File: src/rtl/inert_burst_rdr.sv
// inert_burst_rdr: sequencer for an inertial sensor behind an SPI master.
// After a power-up delay it sends a fixed init command list. After that, each data-ready
// interrupt (or a continuous-mode restart) triggers a burst read of NUM_CH 16-bit channels.
// The channels are published together, with a one-cycle vld pulse.
// A watchdog flags a missing interrupt, and a sticky flag records interrupts that arrive mid-burst.
module inert_burst_rdr #(
    parameter int                     NUM_CH     = 4,
    parameter logic [NUM_CH*8-1:0]    CH_ADDR    = {8'h2C, 8'h2A, 8'h26, 8'h24},
    parameter int                     NUM_INIT   = 4,
    parameter logic [NUM_INIT*16-1:0] INIT_CMDS  = {16'h1460, 16'h1150, 16'h1053, 16'h0D02},
    parameter int                     PWRUP_BITS = 16,
    parameter int                     TO_BITS    = 20
) (
    input  logic                 clk,
    input  logic                 rst_n,
    input  logic                 INT,
    input  logic                 cont_mode,
    input  logic                 clr_flags,
    input  logic                 done,
    input  logic [15:0]          resp,
    output logic                 snd,
    output logic [15:0]          cmd,
    output logic [NUM_CH*16-1:0] data,
    output logic                 vld,
    output logic                 init_done,
    output logic                 stale,
    output logic                 ovr
);

    localparam logic [2:0] INIT_LAST = 3'(NUM_INIT - 1);
    localparam logic [3:0] BYTE_LAST = 4'(2 * NUM_CH - 1);

    typedef enum logic [1:0] {
        ST_PWRUP = 2'd0,
        ST_INIT  = 2'd1,
        ST_WAIT  = 2'd2,
        ST_READ  = 2'd3
    } state_t;

    state_t                  state_q;
    logic [PWRUP_BITS-1:0]   pwr_cnt_q;
    logic [PWRUP_BITS-1:0]   pwr_cnt_d;
    logic [TO_BITS-1:0]      wd_cnt_q;
    logic [2:0]              idx_q;
    logic [3:0]              byte_q;
    logic [NUM_CH*16-1:0]    shadow_q;
    logic [NUM_CH*16-1:0]    shadow_d;
    logic [NUM_CH*16-1:0]    data_q;
    logic                    snd_q;
    logic [15:0]             cmd_q;
    logic                    vld_q;
    logic                    init_done_q;
    logic                    stale_q;
    logic                    ovr_q;
    logic                    int_meta_q;
    logic                    int_sync_q;
    logic                    int_prev_q;
    logic                    int_rise_s;
    logic                    start_s;
    logic [15:0]             init_next_cmd_s;
    logic                    resp_hi_unused_s;

    // Build the read command for burst byte b: high bit set, then the channel register address.
    // A high byte (odd b) uses the channel's low-byte address plus one.
    function automatic logic [15:0] rd_cmd(input logic [3:0] byte_idx);
        logic [6:0] reg_addr;
        reg_addr = CH_ADDR[8*int'(byte_idx[3:1]) +: 7] + {6'd0, byte_idx[0]};
        return {1'b1, reg_addr, 8'h00};
    endfunction

    // Only the low byte of the SPI read data carries register contents.
    assign resp_hi_unused_s = ^resp[15:8];

    assign int_rise_s      = int_sync_q & ~int_prev_q;
    assign start_s         = int_sync_q | (cont_mode & vld_q);
    assign pwr_cnt_d       = pwr_cnt_q + {{(PWRUP_BITS-1){1'b0}}, 1'b1};
    assign init_next_cmd_s = INIT_CMDS[16*(int'(idx_q) + 1) +: 16];

    // Merge the byte returned by the current transaction into its slot of the burst shadow.
    always_comb begin
        shadow_d = shadow_q;
        if ((state_q == ST_READ) && done) begin
            shadow_d[8*int'(byte_q) +: 8] = resp[7:0];
        end else begin
            shadow_d = shadow_q;
        end
    end

    // Two-flop synchroniser for the asynchronous interrupt, plus a delayed copy for edge detection.
    always_ff @(posedge clk or negedge rst_n) begin
        if (!rst_n) begin
            int_meta_q <= 1'b0;
            int_sync_q <= 1'b0;
            int_prev_q <= 1'b0;
        end else begin
            int_meta_q <= INT;
            int_sync_q <= int_meta_q;
            int_prev_q <= int_sync_q;
        end
    end

    // Overrun flag: set by an interrupt edge during a burst. Set takes priority over clear.
    always_ff @(posedge clk or negedge rst_n) begin
        if (!rst_n) begin
            ovr_q <= 1'b0;
        end else if (int_rise_s && (state_q == ST_READ)) begin
            ovr_q <= 1'b1;
        end else if (clr_flags) begin
            ovr_q <= 1'b0;
        end else begin
            ovr_q <= ovr_q;
        end
    end

    // Main sequencer: power-up delay, init list, wait for trigger, burst read, and the watchdog.
    always_ff @(posedge clk or negedge rst_n) begin
        if (!rst_n) begin
            state_q     <= ST_PWRUP;
            pwr_cnt_q   <= '0;
            wd_cnt_q    <= '0;
            idx_q       <= 3'd0;
            byte_q      <= 4'd0;
            shadow_q    <= '0;
            data_q      <= '0;
            snd_q       <= 1'b0;
            cmd_q       <= 16'h0000;
            vld_q       <= 1'b0;
            init_done_q <= 1'b0;
            stale_q     <= 1'b0;
        end else begin
            snd_q <= 1'b0;
            vld_q <= 1'b0;
            case (state_q)
                ST_PWRUP: begin
                    pwr_cnt_q <= pwr_cnt_d;
                    if (&pwr_cnt_d) begin
                        snd_q   <= 1'b1;
                        cmd_q   <= INIT_CMDS[15:0];
                        idx_q   <= 3'd0;
                        state_q <= ST_INIT;
                    end
                end
                ST_INIT: begin
                    if (done) begin
                        if (idx_q != INIT_LAST) begin
                            idx_q <= idx_q + 3'd1;
                            snd_q <= 1'b1;
                            cmd_q <= init_next_cmd_s;
                        end else begin
                            init_done_q <= 1'b1;
                            wd_cnt_q    <= '0;
                            state_q     <= ST_WAIT;
                        end
                    end
                end
                ST_WAIT: begin
                    if (start_s) begin
                        snd_q    <= 1'b1;
                        cmd_q    <= rd_cmd(4'd0);
                        byte_q   <= 4'd0;
                        wd_cnt_q <= '0;
                        state_q  <= ST_READ;
                    end else if (&wd_cnt_q) begin
                        stale_q  <= 1'b1;
                        wd_cnt_q <= '0;
                    end else begin
                        wd_cnt_q <= wd_cnt_q + {{(TO_BITS-1){1'b0}}, 1'b1};
                    end
                end
                ST_READ: begin
                    wd_cnt_q <= '0;
                    if (done) begin
                        shadow_q <= shadow_d;
                        if (byte_q != BYTE_LAST) begin
                            byte_q <= byte_q + 4'd1;
                            snd_q  <= 1'b1;
                            cmd_q  <= rd_cmd(byte_q + 4'd1);
                        end else begin
                            data_q  <= shadow_d;
                            vld_q   <= 1'b1;
                            stale_q <= 1'b0;
                            state_q <= ST_WAIT;
                        end
                    end
                end
                default: begin
                    state_q <= ST_PWRUP;
                end
            endcase
        end
    end

    assign snd       = snd_q;
    assign cmd       = cmd_q;
    assign data      = data_q;
    assign vld       = vld_q;
    assign init_done = init_done_q;
    assign stale     = stale_q;
    assign ovr       = ovr_q;

endmodule
File: config.mk
export PLATFORM = sky130hd
export DESIGN_NAME = inert_burst_rdr
export DESIGN_NICKNAME = d
export VERILOG_FILES = /design/src/rtl/inert_burst_rdr.sv
export SDC_FILE = /design/constraint.sdc
export NUM_CORES = 1
export LEC_CHECK = 0
export CAP_MARGIN = 25
export CORE_ASPECT_RATIO = 0.7
export CORE_UTILIZATION = 54
export CTS_CLUSTER_SIZE = 25
export DETAILED_ROUTE_END_ITERATION = 8
export HOLD_SLACK_MARGIN = 0.15
export PLACE_DENSITY = 0.87
export SYNTH_ARGS = -nofsm -noshare
export SYNTH_HDL_FRONTEND = slang
export SYNTH_SLANG_ARGS = --single-unit
File: constraint.sdc
create_clock -name clk -period 2.8 [get_ports clk]
set_input_delay 0.84 -clock clk [delete_from_list [all_inputs] [get_ports clk]]
set_output_delay 0.84 -clock clk [all_outputs]
set_load 0.1 [all_outputs]
### Yosys cells after proc, flatten, opt, wreduce, memory -nomap -nowiden

Index checks and enable logic that the tools add are counted.
Widths: inputs -> output; s select.

* bits in registers: 197
* output and inout bits: 85
* word-level logic and storage cells: 112

* add/subtract/negate cells: 7
* equality and inequality tests: 15
* shifts and indexed selects: 4
* mux-type cells: 46
* bitwise operators: 6
* reduce and logical (&&, ||, !) cells: 18

Operators with widths (count)
* $mux 16: 6
* $mux 20: 4
* $bwmux 64: 1
* $mux 64: 1
* $pmux 16 s4: 1
* $shift 8x33->64 const A: 1
* $shiftx 64x9->16 const A: 1
* $shiftx 8x33->64: 1
* $pmux 20 s3: 1
* $neg 7->33: 1
* $shiftx 32x7->7 const A: 1
* $add 20x1->20 const B: 1
* $reduce_and 20->1: 1
* $ne 2x2->1 const B: 9
* $add 16x1->16 const B: 1
* $reduce_and 16->1: 1
* $mux 1: 15
* $mux 2: 6
* $mux 4: 3
* $reduce_and 6->1: 2
* $mux 3: 3
* $reduce_and 3->1: 3
* $pmux 2 s4: 1
* $pmux 4 s2: 1
* 22 further kinds: 30

### Depth between registers and ports, before layout

Gate-level depths: netlist of the first run.

* depth after elaboration: 6
* mapped depth: 9
* gate-level depth less buffers: 8

### Least setup slack after synthesis of the first run

Ideal clock, no wire load.

* kind: flip-flop to flip-flop
* start point: reg byte_q[0]
* end point: reg data_q[52], in the netlist data[52]
* setup time: 0.125 ns
* arrival: 2.292 ns
* required time: 2.675 ns
* slack: 0.383 ns
* cell stages (with the launch flop): 9
* buffers on the path: 1
* clock period less this slack: 2.417 ns
* cell sequence: dfrtp_1 -> inv_1 -> ha_1 -> nand2b_1 -> a211oi_1 -> and3_1 -> clkbuf_1 -> mux2_2 -> mux2_2

* longest elaborated chain between the ends: 4
* elaborated cells on any way between the ends: 8
* classes of those cells: add/sub: 1; eq/ne: 1; shift: 2; mux: 2; bitwise: 1; reduce/logical: 1

RTL lines
* from (decl): line 45 `logic [3:0] byte_q;`
* from (signal assigned): line 175 `byte_q <= byte_q + 4'd1;`
* $neg 7->33: line 83 `shadow_d[8*int'(byte_q) +: 8] = resp[7:0];`
* $shiftx 8x33->64 or $shift 8x33->64 (tied branches): line 83
* $bwmux 64: line 83
* $mux 64: line 82 `if ((state_q == ST_READ) && done) begin`
* to (signal assigned): line 179 `data_q <= shadow_d;`
* to (decl): line 48 `logic [NUM_CH*16-1:0] data_q;`

Parallel ways exist; a longest one is shown, timed or not.
A chain may end at the register's enable or synchronous reset.

### Worst setup path after layout of the first run

* start point: reg wd_cnt_q[0]
* end point: reg wd_cnt_q[9]

* longest elaborated chain between the ends: 4
* elaborated cells on any way between the ends: 5
* classes of those cells: add/sub: 1; mux: 3; reduce/logical: 1

RTL lines
* from (decl): line 43 `logic [TO_BITS-1:0] wd_cnt_q;`
* from (signal assigned): line 167 `wd_cnt_q <= wd_cnt_q + {{(TO_BITS-1){1'b0}}, 1'b1};`
* $add 20x1->20 or $reduce_and 20->1 (tied branches): line 167, 163
* $mux 20 *: line 163 `end else if (&wd_cnt_q) begin`
* $mux 20 *: line 157 `if (start_s) begin`
* $pmux 20 s3 *: line 133 `case (state_q)`

Every way passes the cells marked *; elsewhere a longest branch is shown, timed or not.

==> flow_metrics.tcl, run 1 <==
set metrics [dict create \
    drt_first_iter_violations 397 \
    combPwrFrac_pct 35.4 \
    placed_cell_area_um2 9570 \
    cts_tree "yes" \
    die_h_um 106 \
    status "finished clean" \
    power.density_nw_per_um2 920 \
    arrival_ps 2750 \
    syn_to_final_growth_pct 22.1 \
    internal-power_mw 5.56 \
    cts.sinks 192 \
    die_w_um 150 \
    netSwitchingFraction_pct 40.6 \
    power_switching_mw 3.79 \
    vias 6102 \
    drc_errors 0 \
    grt_usage_pct 24.8 \
    ys_warn_count 0 \
    grt_pass1_wl_mm 30.1 \
    antenna_found_initial 0 \
    netlist.area_leader.share_pct 57.7 \
    postSynth.asyncResetShare_pct 100 \
    final_area_um2 10200 \
    core_area_um2 14900 \
    syn_area_um2 8330 \
    path_clk_slew_ps 70 \
    fin_total_pwr_mw 9.35 \
    die_area_um2 15900 \
    fin_skew_ps 15.2 \
    worst_pin_slew_ps 923 \
    cp-end-kind "flip-flop" \
    yosysUniqueCellTypes 57 \
    synth_top_area_cell "dfrtp_1" \
    insertion_delay_ps 440 \
    period_share_pct 88.4 \
    ant_nets 0 \
    synth_cells 748 \
    place_congestion 0.869 \
    cts_buffers 17 \
    num_rows 37 \
    clk_path_buf_depth 2 \
    worst_setup_path_start_kind "flip-flop" \
    power_leakage_nw 4.96 \
    cp_max_fo 13 \
    crit_type "flip-flop to flip-flop" \
    cp_slowest_stage_delay_ps 720 \
    pwr-share-seq_pct 38.4 \
    ys_ff_latch 192 \
    netlist_top_cells_area "dfrtp_1 58%, mux2_2 11%, nand2_1 5.9%" \
    post_cts_buffers 0 \
    relSlewSlack_pct 38.2 \
    overflow 0 \
    holdWs_ps 352 \
    htreeDepth 4 \
    slew_violations 0 \
    crit_chain "ha_1 > and3_1 > nand4_1 > nor3_1 > nor2_1 > nor2_1 > nor2_1" \
    viasPerCell 5.69 \
    max_cap_viol_count 0 \
    pre_cts_ws_ps -45.8 \
    fin_ws_ps 326 \
    synth_ff_type "dfrtp_1" \
    wl_mm 18.5 \
    grt_pass1_vias 5976 \
    setup-violations-final 0 \
    crit_slowest_cell "nor2_1" \
    finalCriticalPeriod_ps 2470 \
    cts.repair.resized 0 \
    required_ps 3080 \
    ir_worst_vdd_mv 0.430 \
    first_pass_iters 5 \
    routedWlPerCell_um 17.3 \
    hold_buffers 0 \
    fmax_mhz 404 \
    crit_top_cell "nor2_1" \
    drive_above_1_share_pct 27.8 \
    clockRootBuffer "clkbuf_16" \
    hp-class "flip-flop to flip-flop" \
    synth_edf_count 0 \
    pin_count 107 \
    yosysSeqAreaShare_pct 57.7 \
    rsz0062_at_grt "false" \
    final_hold_viol_count 0 \
    p_clk_share_pct 26.2 \
    syn_area_per_cell_um2 11.1 \
    diodes 0 \
    grt_start_max_net_pins 65 \
    fin_nets 902 \
    n_fill_cell 1071 \
    port_buffers 94 \
    dp_hpwl_mm 12.5 \
    initial_core_util_pct 56.0 \
]
## path summary, 6_finish.rpt
kind	end	startpoint	slack, ps	depth (start not counted)
setup / recovery	wd_cnt_q[9]	wd_cnt_q[0]	330	7
hold reg to reg	int_sync_q	int_meta_q	350	0
max in group asynchronous	shadow_q[4]	rst_n	1760	2
setup reg to reg	wd_cnt_q[9]	wd_cnt_q[0]	330	7
min in group asynchronous	int_sync_q	rst_n	390	1
hold / removal	int_sync_q	int_meta_q	350	0
## cell families (layout without fill, tap and decap cells)
group | after synthesis | count (layout) | share of synthesized area [%]
multiplexers | 81 | 81 | 11.0
other | 1 | 4 | 0.0450
adder cells (fa/ha/maj) | 15 | 15 | 2.25
AND/OR/NAND/NOR | 257 | 257 | 14.0
XOR/XNOR | 34 | 34 | 3.58
buffers and inverters | 56 | 183 | 2.81
flip-flops | 192 | 192 | 57.7
AO/OA/AOI/OAI | 112 | 112 | 8.64
## area by class of cell
type	instances	area (µm²)	share of cell area, %
repair buffers	132	1150	11.3
clock buffers	17	425	4.19
well taps	195	244	2.40
multi-input cells	503	3300	32.5
inverters	19	71.3	0.702
clock inverters	15	168	1.65
flip-flops and latches	192	4800	47.3
## metrics by stage
stage                     cells  utilization, %  TNS (ps)
final                      1073            68.4         0
after global routing       1073            68.4         0
after CTS                  1073            68.4         0
after detailed placement   1041            64.4      -476
after global placement     1041            64.4      -191
after floorplan             751               -         0
## power groups by stage
| stage | clock (mW) | combinational [mW] | sequential (mW) |
|---|---|---|---|
| floorplan | 0 | 1.40 | 4.55 |
| finish | 2.45 | 3.31 | 3.59 |
| global placement | 0 | 3.18 | 3.61 |
| global route | 2.59 | 3.56 | 3.65 |
| CTS | 2.48 | 3.31 | 3.59 |
| detailed placement | 0 | 3.26 | 3.64 |
## Yosys cell counts, types with 4 or more instances
master    instances
dfrtp_1         192
nand2_1         130
mux2_2           80
o21ai_0          54
nor2_1           44
clkbuf_1         29
nand3_1          23
xnor2_1          22
inv_1            19
ha_1             15
a21oi_1          14
xor2_1           12
nand4_1          10
and2_1            8
and3_1            8
nor3_1            8
a31oi_1           7
a32o_1            6
buf_4             6
nor2b_1           4
## critical path, delay by kind of cell (launching register included)
family / cells / cell delay, ps
flops: 1 / 390
fa+ha+maj: 1 / 200
simple gates: 6 / 1730
## per-layer routing
metal / up-vias / part of all wire [%] / global-route usage, %
met3: 35 / 6.1 / 4.72
met1: 3057 / 44 / 35.0
met2: 211 / 48 / 38.5
li1: 2799 / - / -
met5: - / 0 / 0
met4: 0 / 1.7 / 8.73
## layout by cell type, fill, tap and decap left out, types with 4 or more instances in the layout
cell / n
ha_1: 15
clkbuf_16: 17
nor2_1: 44
mux2_2: 80
xnor2_1: 22
nand4_1: 10
dfrtp_1: 192
xor2_1: 12
nor3_1: 8
nand3_1: 23
nor2b_1: 4
a31oi_1: 7
inv_8: 6
buf_4: 109
a21oi_1: 14
clkdlybuf4s50_1: 12
and3_1: 8
a32o_1: 6
inv_1: 18
nand2_1: 130
and2_1: 8
conb_1: 4
buf_12: 10
o21ai_0: 54
## sequential cells by signal, indices dropped and copies added (netlist names)
signal / cells
int_sync_q: 1
byte_q: 4
int_meta_q: 1
cmd: 11
wd_cnt_q: 20
ovr: 1
idx_q: 3
vld: 1
snd: 1
data: 64
state_q: 2
int_prev_q: 1
shadow_q: 64
init_done: 1
stale: 1
pwr_cnt_q: 16
No activity file was read; power rests on OpenSTA's default activity.
==> run 2: changes to the inputs <==
--- a/config.mk
+++ b/config.mk
@@ -5,7 +5,6 @@
 export SDC_FILE = /design/constraint.sdc
 export NUM_CORES = 1
 export LEC_CHECK = 0
-export CAP_MARGIN = 25
 export CORE_ASPECT_RATIO = 0.7
 export CORE_UTILIZATION = 54
 export CTS_CLUSTER_SIZE = 25
==> results of run 2 <==
The final DEF is identical to that of run 1; final timing and power are the same.
